File: config.mk
export PLATFORM = sky130hd
export DESIGN_NAME = serial_add_ctrl
export DESIGN_NICKNAME = d
export VERILOG_FILES = /design/src/rtl/serial_add_ctrl.sv
export SDC_FILE = /design/constraint.sdc
export NUM_CORES = 1
export LEC_CHECK = 0
export ABC_AREA = 1
export ABC_CLOCK_PERIOD_IN_PS = 1800
export CELL_PAD_IN_SITES_DETAIL_PLACEMENT = 0
export CELL_PAD_IN_SITES_GLOBAL_PLACEMENT = 1
export CORE_ASPECT_RATIO = 0.9
export CORE_MARGIN = 8
export CORE_UTILIZATION = 38
export DETAILED_ROUTE_END_ITERATION = 10
export PLACE_DENSITY_LB_ADDON = 0.1
export SYNTH_ARGS = -nofsm -noshare
export SYNTH_HDL_FRONTEND = slang
export SYNTH_SLANG_ARGS = --single-unit
File: constraint.sdc
create_clock -name clk -period 1.8 [get_ports clk]
set_clock_uncertainty 0.15 [all_clocks]
set_input_delay 0.18 -clock clk [delete_from_list [all_inputs] [get_ports clk]]
set_output_delay 0.18 -clock clk [all_outputs]
set_load 0.02 [all_outputs]
File: src/rtl/serial_add_ctrl.sv
// Bit-serial adder controller: streams two WIDTH-bit operands LSB-first through
// one external 1-bit full adder and reassembles the sum with start/busy/done.
module serial_add_ctrl #(
    parameter int WIDTH = 4,
    parameter int CW    = 6
) (
    input  logic             clk,
    input  logic             rst_n,
    input  logic             start,
    input  logic [WIDTH-1:0] a,
    input  logic [WIDTH-1:0] b,
    input  logic             cin,
    output logic             fa_a,
    output logic             fa_b,
    output logic             fa_cin,
    input  logic             fa_s,
    input  logic             fa_cout,
    output logic             busy,
    output logic             done,
    output logic [WIDTH-1:0] sum,
    output logic             cout
);

    typedef enum logic [1:0] {
        IDLE = 2'd0,
        RUN  = 2'd1,
        DONE = 2'd2
    } state_t;

    state_t           state_q;
    logic [WIDTH-1:0] a_sh_q;
    logic [WIDTH-1:0] b_sh_q;
    logic [WIDTH-1:0] s_sh_q;
    logic [WIDTH-1:0] sum_q;
    logic [CW-1:0]    cnt_q;
    logic             carry_q;
    logic             cout_q;
    logic             busy_q;
    logic             done_q;

    logic [WIDTH-1:0] s_sh_d;
    logic             last_d;
    logic             in_run;

    assign in_run = (state_q == RUN);
    assign s_sh_d = {fa_s, s_sh_q[WIDTH-1:1]};
    assign last_d = (cnt_q == CW'(WIDTH - 1));

    // The adder is held at all-zero inputs whenever no addition is in progress.
    assign fa_a   = in_run & a_sh_q[0];
    assign fa_b   = in_run & b_sh_q[0];
    assign fa_cin = in_run & carry_q;

    assign busy = busy_q;
    assign done = done_q;
    assign sum  = sum_q;
    assign cout = cout_q;

    always_ff @(posedge clk or negedge rst_n) begin
        if (!rst_n) begin
            state_q <= IDLE;
            a_sh_q  <= '0;
            b_sh_q  <= '0;
            s_sh_q  <= '0;
            sum_q   <= '0;
            cnt_q   <= '0;
            carry_q <= 1'b0;
            cout_q  <= 1'b0;
            busy_q  <= 1'b0;
            done_q  <= 1'b0;
        end else begin
            case (state_q)
                RUN: begin
                    a_sh_q  <= a_sh_q >> 1;
                    b_sh_q  <= b_sh_q >> 1;
                    s_sh_q  <= s_sh_d;
                    carry_q <= fa_cout;
                    cnt_q   <= cnt_q + CW'(1);
                    if (last_d) begin
                        sum_q   <= s_sh_d;
                        cout_q  <= fa_cout;
                        state_q <= DONE;
                        busy_q  <= 1'b0;
                        done_q  <= 1'b1;
                    end
                end
                default: begin
                    // IDLE and DONE both accept a request; DONE lasts a single cycle.
                    done_q <= 1'b0;
                    if (start) begin
                        a_sh_q  <= a;
                        b_sh_q  <= b;
                        carry_q <= cin;
                        cnt_q   <= '0;
                        state_q <= RUN;
                        busy_q  <= 1'b1;
                    end else begin
                        state_q <= IDLE;
                    end
                end
            endcase
        end
    end

endmodule
# Yosys cells after proc, flatten, opt, wreduce, memory -nomap -nowiden
# Index checks and enable logic that the tools add are counted.
dict set report word_totals {
  register_bits 28
  latch_bits 0
  n_memories 0
  rom_bits 0
  out_inout_bits 10
  inputBits 14
  word_cells 36
  ramBits 0
}
dict set report classes {
  n_shift 0
  n_div 0
  add_sub_neg 1
  n_eq_ne 3
  n_mux 16
  n_mul 0
  n_reduce_logical 3
  n_bitwise 3
  n_lt_le_gt_ge 0
}
# cell count
set op_table {}
lappend op_table {{two-way mux 4 bit} 4}
lappend op_table {{two-way mux 6 bit} 2}
lappend op_table {{two-way mux 1 bit} 8}
lappend op_table {{adder 6 x 1 -> 6 bit (second input constant)} 1}
lappend op_table {{equality test 6 x 2 -> 1 bit (second input constant)} 1}
lappend op_table {{two-way mux 2 bit} 2}
lappend op_table {{AND reduction 2 bit} 2}
lappend op_table {{bitwise AND 1 bit} 3}
lappend op_table {{equality test 2 x 1 -> 1 bit (second input constant)} 1}
lappend op_table {{inequality test 2 bit (second input constant)} 1}
lappend op_table {{nonzero test 2 bit} 1}

# Depth between registers and ports, before layout
# Gate-level depths: netlist of run 1.
dict set report logic_depth {
  ltp_word 3
  depth_mapped 7
  depth_no_buf 6
}

# Worst setup path after synthesis of run 1
# Ideal clock, no wire load.
dict set report synth_timing {
  path_type {register to output}
  from {register, netlist name done}
  to {output port fa_a}
  n_path_buf 2
  path_slack_ps 292
  arrival_ps 1178
  required_ps 1470
  stages_incl_launch_ff 6
  path_cell_list {dfrtp_1 inv_2 nand2_4 buf_8 buf_8 nor2_1}
}
# element line
set synth_rtl {}
lappend synth_rtl {{to (decl)} 13} ;# output logic fa_a,

# Worst setup path after layout of run 1
dict set report layout_timing {
  from {register done_q (netlist: done)}
  to {output port done}
}
# element line
set layout_rtl {}
lappend layout_rtl {{from (decl)} 39} ;# logic done_q;
lappend layout_rtl {{from (signal assigned)} 70} ;# done_q <= 1'b0;
lappend layout_rtl {{from (signal assigned)} 84} ;# done_q <= 1'b1;
lappend layout_rtl {{from (signal assigned)} 89} ;# done_q <= 1'b0;
lappend layout_rtl {{to (decl)} 19} ;# output logic done,
# No word-level cell between the ends.

==> results of run 1 <==
[registers in the layout, summed over array words and instances (netlist names), 3 cells and up]
name and flops:
a_sh_q 4, b_sh_q 4, cnt_q 6, s_sh_q 3, sum 4
[cells in the final DEF, fill, tap and decap left out, drive strengths merged, types with 3 or more instances in the layout]
master | Yosys | layout
nand2 | 55 | 55
dfrtp | 26 | 26
nand3 | 23 | 23
clkdlybuf4s50 | 0 | 20
nor2 | 14 | 14
inv | 11 | 11
buf | 6 | 6
o21ai | 5 | 5
clkbuf | 0 | 4
dlygate4sd2 | 0 | 3
[layer usage]
metal,global-route usage,share of wire,vias to the layer above
li1,-,-,511
met1,0.1180,0.50,453
met2,0.1738,0.45,16
met3,0.03875,0.048,2
met4,0.02510,0.0078,0
met5,0,0,-
[area by class of cell]
cell class	instances	area (um^2)
fill	360	1703
inverter	12	46.29
clock buffer	4	55.05
sequential	26	650.6
multi-input combinational	102	521.8
timing repair buffer	29	271.5
tap	44	55.05
[kinds of logic after synthesis]
logic type      Yosys count  share of synthesized area
compound gates            6                    0.02327
xor+xnor                  1                   0.006791
fa+ha+maj                 1                   0.009698
buf+inv                  18                    0.09117
flops                    26                     0.5044
simple gates             94                     0.3647
[power groups by stage]
stage / clock [mW] / combinational (mW) / sequential, mW
2_1_floorplan: 0 / 0.821 / 1.04
3_3_place_gp: 0 / 1.17 / 0.980
3_5_place_dp: 0 / 1.19 / 0.985
4_1_cts: 0.392 / 1.17 / 0.974
5_1_grt: 0.417 / 1.30 / 1.00
6_report: 0.378 / 1.14 / 0.972
[path summary, 6_finish.rpt]
path                                from  slack, ps   endpoint  cells past startpoint
worst min-delay path               rst_n        120   cnt_q[2]                      2
max in group asynchronous          rst_n       1120  b_sh_q[2]                      2
worst min register to register    sum[0]        320     sum[0]                      2
worst max register to register  cnt_q[0]        360     sum[1]                      6
min in group clk                    a[3]        290  a_sh_q[3]                      3
worst max-delay path                done        100       done                      2
==> summary.md, run 1 <==
| Metric | Value |
|---|---|
| Largest net degree at the start of global routing | 27 |
| Ant. Diodes | 0 |
| Reg clk slew, reported paths | 90 ps |
| Post-CTS Setup Bufs | 0 |
| Power share of the combinational group | 0.458 |
| Worst skew pair latency | 270 ps |
| DR vias/cell | 4.525 |
| Status | complete, no violations |
| Register share of total power | 0.390 |
| Post-synth cell types | 22 |
| Initial Utilization | 0.3905 |
| Via count | 982 |
| Hold Violations, Final | 0 |
| Top-count cell post-synth | nand2_1 |
| CP startpoint kind | flip-flop |
| Max FO, Critical Path | 2 |
| Worst path bufs/invs | 2 |
| Hold slack final | 122.2 ps |
| Resized cells post-CTS | 3 |
| CP top delay family | buffers and inverters |
| Fin crit period | 1697 ps |
| Setup ws final | 103.2 ps |
| Clock Path Buffers | 2 |
| Fmax | 589.3 MHz |
| Share of cells above drive strength 1 | 0.1618 |
| Finished Cell Area | 1600 um^2 |
| Max cap viols | 0 |
| CP max stage cell | clkdlybuf4s50_1 |
| Clock Power Share | 0.152 |
| Synth area leader | dfrtp_1 |
| Drt first pass iters | 4 |
| GRT Residual Overflow | 0 |
| Setup Viol. Count Final | 0 |
| Syn Nets | 161 |
| Routed Antenna Nets | 0 |
| DRC viols | 0 |
| Setup crit end kind | output pin |
| Initial antenna violation count | 0 |
| Top cells by count, synth | nand2_1, dfrtp_1, nand3_1 |
| CTS Hold Buffers Added | 0 |
| Vert. Die Dim | 71.28 um |
| Fin Setup TNS | 0 ps |
| Final Core Density | 0.4845 |
| Setup CP Type | flip-flop to output pin |
| Crit-path cells | buf_4, clkdlybuf4s50_1 |
| Sequential area share after synthesis | 0.5044 |
| CP max stage delay | 600 ps |
| Leakage power figure | 0.7870 nW |
| Final WL | 2557 um |
| Die area | 5518 um^2 |
| Vias in the first global route | 992 |
| Core area | 3303 um^2 |
| # nets final | 189 |
| CTS sink count | 26 |
| Syn. warnings | 0 |
| Post-place setup slack | 227.0 ps |
| Avg Cell Area, Syn | 8.836 um^2 |
| Site Rows | 20 |
| Synthesized flop and latch total | 26 |
| Worst slew pin tran | 350.3 ps |
| PortBufs | 23 |
| DP Area | 1549 um^2 |
| Number of DRC markers in iteration 0 | 28 |
| Wire length of the first global-routing pass | 4581 um |
| Int Power | 1.474 mW |
| Relative slew slack | 0.7659 |
| Synthesized cell area | 1290 um^2 |
| Sw frac | 0.4086 |
| EDFF count, synth | 0 |
| P per Cell Area | 1558 nW/um^2 |
| H-Tree Depth | 1 |
| Yosys top cell area share | 0.5044 |
| Max-slew violations | 0 |
| Total GRT Usage | 0.1021 |
| Io pins | 24 |
| Sw power | 1.019 mW |
| RSZ-0062 raised after global routing | no |
| CTS tree | done |
| Worst EP required | 1470 ps |
| Final Wtd Congestion | 0.7180 |
| Finished Layout Cells | 217 |
| Hold crit path type | primary input to asynchronous set/reset pin |
| Cells after DPL | 213 |
| Area Overhead vs Synth | 24.05% |
| Top_reg_cell synth | dfrtp_1 |
| Final period util | 0.9427 |
| Crit path DAT | 1370 ps |
| Width of the die | 77.42 um |
| Clock root buffer | clkbuf_8 |
| Pwr Total | 2.493 mW |
| Post-Syn Instances | 146 |
| DP Wirelength | 1875 um |
| VDD IR-drop max | 0.0006957 V |
| Wire per inst | 11.78 um |
| Synth area leaders | dfrtp_1, nand2_1, nand3_1 |
| TritonCTS buffer count | 3 |
| Post-synth ARST share | 1.000 |
No activity file was read; power rests on OpenSTA's default activity.
==> inputs of run 2 (changes only) <==
Settings changed: CTS_CLUSTER_DIAMETER set to 100.
==> results of run 2 <==
Final layout, timing and power as in run 1 (identical DEF).
